$ cat src/rtl/boot_loader.sv
// Boot loader: parses a MAGIC + 16-bit word-count byte image, writes it to BRAM as LE words,
// then releases the CPU and hands over the bus. Define BOOT_LOADER_RELOAD_EN to allow re-loading from RUN.
module boot_loader #(
    parameter logic [31:0] LOAD_BASE = 32'h0000_0000,
    parameter int unsigned MEM_WORDS = 256,
    parameter logic [7:0]  MAGIC     = 8'hA5
) (
    input  logic        clk,
    input  logic        reset,
    input  logic        rx_valid,
    input  logic [7:0]  rx_data,
    output logic        rx_ready,
    output logic        cpu_reset_n,
    input  logic        cpu_mem_valid,
    input  logic [31:0] cpu_mem_addr,
    input  logic [31:0] cpu_mem_wdata,
    input  logic [3:0]  cpu_mem_wstrb,
    output logic        cpu_mem_ready,
    output logic [31:0] cpu_mem_rdata,
    output logic        mem_valid,
    output logic [31:0] mem_addr,
    output logic [31:0] mem_wdata,
    output logic [3:0]  mem_wstrb,
    input  logic        mem_ready,
    input  logic [31:0] mem_rdata,
    output logic        load_done,
    output logic        load_error
);

    typedef enum logic [2:0] {
        S_IDLE,
        S_LEN0,
        S_LEN1,
        S_DATA,
        S_WRITE,
        S_RUN,
        S_ERROR
`ifdef BOOT_LOADER_RELOAD_EN
        , S_DRAIN
`endif
    } state_t;

    state_t      r_state;
    logic [15:0] r_index;
    logic [1:0]  r_byte_cnt;
    logic [15:0] r_length;
    logic [23:0] r_word;
    logic        r_rx_ready;
    logic        r_cpu_reset_n;
    logic        r_mem_valid;
    logic [31:0] r_mem_addr;
    logic [31:0] r_mem_wdata;
    logic [3:0]  r_mem_wstrb;
    logic        r_load_done;
    logic        r_load_error;

    logic        w_rx_fire;
    logic [15:0] w_len;
    logic        w_len_bad;
    logic        w_last;
    logic [31:0] w_word_addr;
    logic        w_cpu_bus;
    logic        w_cpu_run;

    assign w_rx_fire   = rx_valid && r_rx_ready;
    assign w_len       = {rx_data, r_length[7:0]};
    assign w_len_bad   = (w_len == 16'd0) || (32'(w_len) > MEM_WORDS);
    assign w_last      = (r_index == (r_length - 16'd1));
    assign w_word_addr = LOAD_BASE + {14'd0, r_index, 2'b00};
    assign w_cpu_run   = (r_state == S_RUN);
`ifdef BOOT_LOADER_RELOAD_EN
    assign w_cpu_bus   = w_cpu_run || (r_state == S_DRAIN);
`else
    assign w_cpu_bus   = w_cpu_run;
`endif

    always_ff @(posedge clk) begin
        if (reset) begin
            r_state       <= S_IDLE;
            r_index       <= '0;
            r_byte_cnt    <= '0;
            r_length      <= '0;
            r_word        <= '0;
            r_rx_ready    <= 1'b1;
            r_cpu_reset_n <= 1'b0;
            r_mem_valid   <= 1'b0;
            r_mem_addr    <= '0;
            r_mem_wdata   <= '0;
            r_mem_wstrb   <= '0;
            r_load_done   <= 1'b0;
            r_load_error  <= 1'b0;
        end else begin
            case (r_state)
                S_IDLE: begin
                    if (w_rx_fire && rx_data == MAGIC)
                        r_state <= S_LEN0;
                end
                S_LEN0: begin
                    if (w_rx_fire) begin
                        r_length[7:0] <= rx_data;
                        r_state       <= S_LEN1;
                    end
                end
                S_LEN1: begin
                    if (w_rx_fire) begin
                        r_length[15:8] <= rx_data;
                        if (w_len_bad) begin
                            r_state      <= S_ERROR;
                            r_rx_ready   <= 1'b0;
                            r_load_error <= 1'b1;
                        end else begin
                            r_state    <= S_DATA;
                            r_index    <= '0;
                            r_byte_cnt <= '0;
                        end
                    end
                end
                S_DATA: begin
                    if (w_rx_fire) begin
                        r_byte_cnt <= r_byte_cnt + 2'd1;
                        case (r_byte_cnt)
                            2'd0: r_word[7:0]   <= rx_data;
                            2'd1: r_word[15:8]  <= rx_data;
                            2'd2: r_word[23:16] <= rx_data;
                            default: begin
                                // Fourth byte goes straight into the write word; no need to stage it.
                                r_state     <= S_WRITE;
                                r_rx_ready  <= 1'b0;
                                r_mem_valid <= 1'b1;
                                r_mem_addr  <= w_word_addr;
                                r_mem_wdata <= {rx_data, r_word};
                                r_mem_wstrb <= '1;
                            end
                        endcase
                    end
                end
                S_WRITE: begin
                    if (mem_ready) begin
                        r_mem_valid <= 1'b0;
                        r_mem_addr  <= '0;
                        r_mem_wdata <= '0;
                        r_mem_wstrb <= '0;
                        r_index     <= r_index + 16'd1;
                        if (w_last) begin
                            r_state       <= S_RUN;
                            r_cpu_reset_n <= 1'b1;
                            r_load_done   <= 1'b1;
`ifdef BOOT_LOADER_RELOAD_EN
                            r_rx_ready    <= 1'b1;
`else
                            r_rx_ready    <= 1'b0;
`endif
                        end else begin
                            r_state    <= S_DATA;
                            r_rx_ready <= 1'b1;
                        end
                    end
                end
`ifdef BOOT_LOADER_RELOAD_EN
                S_RUN: begin
                    if (w_rx_fire && rx_data == MAGIC) begin
                        r_state       <= S_DRAIN;
                        r_cpu_reset_n <= 1'b0;
                        r_load_done   <= 1'b0;
                        r_rx_ready    <= 1'b0;
                    end
                end
                S_DRAIN: begin
                    // Let any CPU access already on the bus finish before the loader reclaims it.
                    if (!cpu_mem_valid || mem_ready) begin
                        r_state    <= S_LEN0;
                        r_index    <= '0;
                        r_byte_cnt <= '0;
                        r_rx_ready <= 1'b1;
                    end
                end
`else
                S_RUN: begin
                end
`endif
                S_ERROR: begin
                end
                default: r_state <= S_IDLE;
            endcase
        end
    end

    assign rx_ready      = r_rx_ready;
    assign cpu_reset_n   = r_cpu_reset_n;
    assign load_done     = r_load_done;
    assign load_error    = r_load_error;

    // Reset gates mem_valid combinationally so an in-flight write is withdrawn in the reset cycle.
    assign mem_valid     = !reset && (w_cpu_bus ? cpu_mem_valid : r_mem_valid);
    assign mem_addr      = w_cpu_bus ? cpu_mem_addr  : r_mem_addr;
    assign mem_wdata     = w_cpu_bus ? cpu_mem_wdata : r_mem_wdata;
    assign mem_wstrb     = w_cpu_bus ? cpu_mem_wstrb : r_mem_wstrb;

    assign cpu_mem_ready = w_cpu_run && mem_ready;
    assign cpu_mem_rdata = w_cpu_run ? mem_rdata : '0;

endmodule

$ cat config.mk
export PLATFORM = sky130hd
export DESIGN_NAME = boot_loader
export DESIGN_NICKNAME = d
export VERILOG_FILES = /design/src/rtl/boot_loader.sv
export SDC_FILE = /design/constraint.sdc
export NUM_CORES = 1
export LEC_CHECK = 0
export BUFFER_PORTS_ARGS = -buffer_cell sky130_fd_sc_hd__buf_2
export CAP_MARGIN = 20
export CORE_MARGIN = 5
export CORE_UTILIZATION = 50
export DETAILED_ROUTE_END_ITERATION = 7
export MAX_ROUTING_LAYER = met4
export PLACE_DENSITY = 0.81
export SLEW_MARGIN = 20
export SYNTH_ARGS = -nofsm -noshare
export SYNTH_HDL_FRONTEND = slang
export SYNTH_SLANG_ARGS = --single-unit
$ cat constraint.sdc
create_clock -name clk -period 3 [get_ports clk]
set_input_delay 0.6 -clock clk [delete_from_list [all_inputs] [get_ports clk]]
set_output_delay 0.6 -clock clk [all_outputs]
set_load 0.01 [all_outputs]
==> metrics.txt <==
# TYPE chip_impl_metric gauge
chip_impl_metric{name="required",unit="ns"} 2.40
chip_impl_info{name="hp-class",value="flop to flop"} 1
chip_impl_metric{name="gpl.final_weighted_congestion",unit=""} 0.9019
chip_impl_metric{name="max_freq",unit="MHz"} 358.7
chip_impl_info{name="tritoncts_clock_tree",value="built"} 1
chip_impl_metric{name="std_cell_rows",unit=""} 39
chip_impl_info{name="run_status",value="completed"} 1
chip_impl_metric{name="initial_antenna_violation_count",unit=""} 1
chip_impl_metric{name="post_cts_buffers",unit=""} 0
chip_impl_metric{name="cp.arrival",unit="ns"} 2.19
chip_impl_metric{name="drc",unit=""} 0
chip_impl_metric{name="clock_h_tree_levels",unit=""} 4
chip_impl_metric{name="first_global_vias",unit=""} 5528
chip_impl_metric{name="cts_resized",unit=""} 0
chip_impl_metric{name="fin_tns_setup",unit="ns"} 0
chip_impl_metric{name="worst_slew_pin_slew",unit="ns"} 0.9788
chip_impl_metric{name="fp.dieH",unit="µm"} 118.5
chip_impl_metric{name="cap_violations",unit=""} 0
chip_impl_metric{name="area_growth_syn_to_layout",unit="%"} 31.01
chip_impl_metric{name="grt_start_max_net_pins",unit=""} 62
chip_impl_info{name="timing.setup.critical_path_class",value="flop to output port"} 1
chip_impl_metric{name="post_synth_edffs",unit=""} 0
chip_impl_metric{name="critical_path_peak_fanout",unit=""} 49
chip_impl_metric{name="finalCoreUtilization",unit="%"} 67.21
chip_impl_metric{name="syn-num-nets",unit=""} 853
chip_impl_metric{name="core-area",unit="µm²"} 11470
chip_impl_metric{name="syn_avg_cell_area",unit="µm²"} 8.015
chip_impl_metric{name="route.detailed.wl_per_inst",unit="µm"} 16.07
chip_impl_metric{name="ys_ff_latch",unit=""} 113
chip_impl_metric{name="final.min_clock_period",unit="ns"} 2.788
chip_impl_info{name="final_common_cell",value="sky130_fd_sc_hd__buf_2"} 1
chip_impl_metric{name="wl",unit="mm"} 17.50
chip_impl_metric{name="number_of_warnings_reported_in_the_yosys_synthesis_log",unit=""} 0
chip_impl_metric{name="die_wd",unit="µm"} 118.5
chip_impl_metric{name="timing_hold_violations_final",unit=""} 0
chip_impl_metric{name="vias_per_cell",unit=""} 5.473
chip_impl_metric{name="synth_top_area_share",unit="%"} 38.45
chip_impl_metric{name="seq_area_frac_synth",unit="%"} 38.45
chip_impl_metric{name="initial_standard_cell_utilization_of_the_core",unit="%"} 51.30
chip_impl_metric{name="finalCritPeriodShare",unit="%"} 92.93
chip_impl_metric{name="grt_first_pass_wirelength",unit="mm"} 27.51
chip_impl_metric{name="post_cts_hold_buffer_count",unit=""} 0
chip_impl_metric{name="dieArea",unit="µm²"} 14040
chip_impl_metric{name="detail_route.first_pass.iterations",unit=""} 5
chip_impl_metric{name="max_slew_margin",unit="%"} 34.50
chip_impl_metric{name="routed-wl-met3",unit="mm"} 1.398
chip_impl_metric{name="final-setup-viol-count",unit=""} 0
chip_impl_metric{name="postSynthCellCount",unit=""} 734
chip_impl_info{name="netlist.top_cell.by_area",value="sky130_fd_sc_hd__dfxtp_1"} 1
chip_impl_info{name="synth-main-ff-cell",value="sky130_fd_sc_hd__dfxtp_1"} 1
chip_impl_info{name="routed.top_layer",value="met4"} 1
chip_impl_info{name="final_cell_mix",value="sky130_fd_sc_hd__buf_2, sky130_fd_sc_hd__dfxtp_1, sky130_fd_sc_hd__nand2_1"} 1
chip_impl_info{name="rsz0062_at_grt",value="no"} 1
chip_impl_metric{name="cts-root-to-sink-buffers",unit=""} 2
chip_impl_metric{name="worstSkewPairLatency",unit="ns"} 0.41
chip_impl_metric{name="place.port_buffers",unit=""} 218
chip_impl_info{name="worstSetupEndpointType",value="output port"} 1
chip_impl_metric{name="number_of_nets_in_the_layout",unit=""} 1051
chip_impl_metric{name="final_area",unit="µm²"} 7707
chip_impl_metric{name="cts_buffers",unit=""} 17
chip_impl_metric{name="antenna_left",unit=""} 0
chip_impl_info{name="synth_top_cells_by_area",value="sky130_fd_sc_hd__dfxtp_1, sky130_fd_sc_hd__mux2_2, sky130_fd_sc_hd__a21oi_1"} 1
chip_impl_metric{name="fraction_of_final_layout_cells_sized_beyond_drive_strength_1",unit="%"} 35.03
chip_impl_metric{name="cts.sinks",unit=""} 113
chip_impl_metric{name="timing.clock.skew",unit="ns"} 0.009809
chip_impl_metric{name="max-vdd-ir-drop",unit="V"} 0.0003194
chip_impl_metric{name="path_clk_slew",unit="ns"} 0.05
chip_impl_metric{name="static-leakage-power",unit="nW"} 3.444
chip_impl_metric{name="netlist_area",unit="µm²"} 5883
chip_impl_metric{name="power_density",unit="nW/µm²"} 581.5
chip_impl_metric{name="detailroute.wirelength.met2",unit="mm"} 8.693
chip_impl_metric{name="drt_iter0_markers",unit=""} 572
chip_impl_metric{name="routed-via-count",unit=""} 5960
chip_impl_metric{name="timing.final.max_slew_violations",unit=""} 0
chip_impl_info{name="worstSetupStartpointType",value="flop"} 1
chip_impl_metric{name="ys_types",unit=""} 52
chip_impl_metric{name="dpl_cell_area",unit="µm²"} 7089
chip_impl_info{name="cts_root_buffer",value="sky130_fd_sc_hd__clkbuf_16"} 1
chip_impl_metric{name="wl_met1",unit="mm"} 7.024
chip_impl_metric{name="hpwl",unit="mm"} 12.20
chip_impl_metric{name="globalRouteTotalUtil",unit="%"} 24.26
chip_impl_metric{name="io-pin-count",unit=""} 219
chip_impl_metric{name="synth-async-reset-ratio",unit="%"} 0
chip_impl_metric{name="grt-ovfl-total",unit=""} 0
sequential cells by signal, indices dropped and copies added, names as in the netlist:
signal	cells
load_done	1
load_error	1
r_byte_cnt	2
r_index	16
r_length	16
r_mem_addr	16
r_mem_wdata	32
r_mem_wstrb	1
r_state	3
r_word	24
rx_ready	1
path summary, 6_finish.rpt:
path              slack [ns]               to  cells after the start            start
setup / recovery        0.21    mem_wdata[30]                      5       r_state[2]
setup reg to reg        0.35         rx_ready                      7      r_length[9]
hold reg to reg         0.45  r_mem_wdata[31]                      2  r_mem_wdata[31]
hold / removal          0.45  r_mem_wdata[31]                      2  r_mem_wdata[31]
layer usage:
metal | global-route usage, % | vias up
met5 | - | -
met3 | 5.205 | 32
li1 | - | 2932
met1 | 28.36 | 2713
met4 | 9.142 | 0
met2 | 40.96 | 283
where the power goes:
part	total, mW	internal [mW]	switching (mW)
Sequential	1.64	1.56	0.0895
Combinational	0.902	0.366	0.537
Clock	1.94	1.19	0.742
synthesized netlist by cell type, types with 2 or more instances:
master,n
sky130_fd_sc_hd__nand4_1,8
sky130_fd_sc_hd__nor3b_1,3
sky130_fd_sc_hd__and3_2,2
sky130_fd_sc_hd__or4_4,2
sky130_fd_sc_hd__ha_1,6
sky130_fd_sc_hd__dfxtp_1,113
sky130_fd_sc_hd__nor2_1,40
sky130_fd_sc_hd__mux2_2,48
sky130_fd_sc_hd__and3_1,3
sky130_fd_sc_hd__xnor2_1,13
sky130_fd_sc_hd__clkbuf_1,44
sky130_fd_sc_hd__o21ai_0,17
sky130_fd_sc_hd__o211ai_1,3
sky130_fd_sc_hd__buf_4,2
sky130_fd_sc_hd__nand2_1,101
sky130_fd_sc_hd__a31oi_1,3
sky130_fd_sc_hd__nor4_1,3
sky130_fd_sc_hd__inv_1,7
sky130_fd_sc_hd__nor3_1,11
sky130_fd_sc_hd__nand2b_1,3
sky130_fd_sc_hd__and4_1,2
sky130_fd_sc_hd__or4_1,2
sky130_fd_sc_hd__buf_1,12
sky130_fd_sc_hd__a21oi_1,91
sky130_fd_sc_hd__and2_1,51
sky130_fd_sc_hd__a21o_1,5
sky130_fd_sc_hd__xor2_1,21
sky130_fd_sc_hd__nand3_1,83
sky130_fd_sc_hd__mux2i_1,12
kinds of logic after synthesis:
group	share of synthesized area (%)
mux	11.23
compound gates	12.40
flops	38.45
simple gates	27.14
buf+inv	4.445
fa+ha+maj	1.276
xor+xnor	5.062
area by class of cell:
cell class                 count  area, µm²
tap                          143      178.9
antenna                        1      2.502
fill                         966       3760
timing repair buffer         238       1269
sequential                   113       2262
clock buffer                  19      452.9
inverter                       7      26.28
clock inverter                13      126.4
multi-input combinational    555       3390
stage by stage:
| step | power, mW | hold WS [ns] | std cells | worst slack [ns] |
|---|---|---|---|---|
| finish | 4.482 | 0.4461 | 1089 | 0.2121 |
| global route | 4.667 | 0.4731 | 1089 | 0.08195 |
| CTS | 4.483 | 0.4484 | 1083 | 0.1188 |
| detailed placement | 2.545 | 0.4421 | 1051 | 0.1813 |
| global placement | 2.535 | 0.4376 | 1051 | 0.2394 |
| floorplan | 2.269 | 0.4294 | 734 | 0.5412 |
worst max-delay path, cell delays in order, from the launching register on:
cell	delay, ns
sky130_fd_sc_hd__dfxtp_1	0.52
sky130_fd_sc_hd__nand2_1	0.23
sky130_fd_sc_hd__nor2_4	0.28
sky130_fd_sc_hd__buf_12	0.25
sky130_fd_sc_hd__mux2_2	0.36
sky130_fd_sc_hd__buf_2	0.14
No activity file was read; power rests on OpenSTA's default activity.
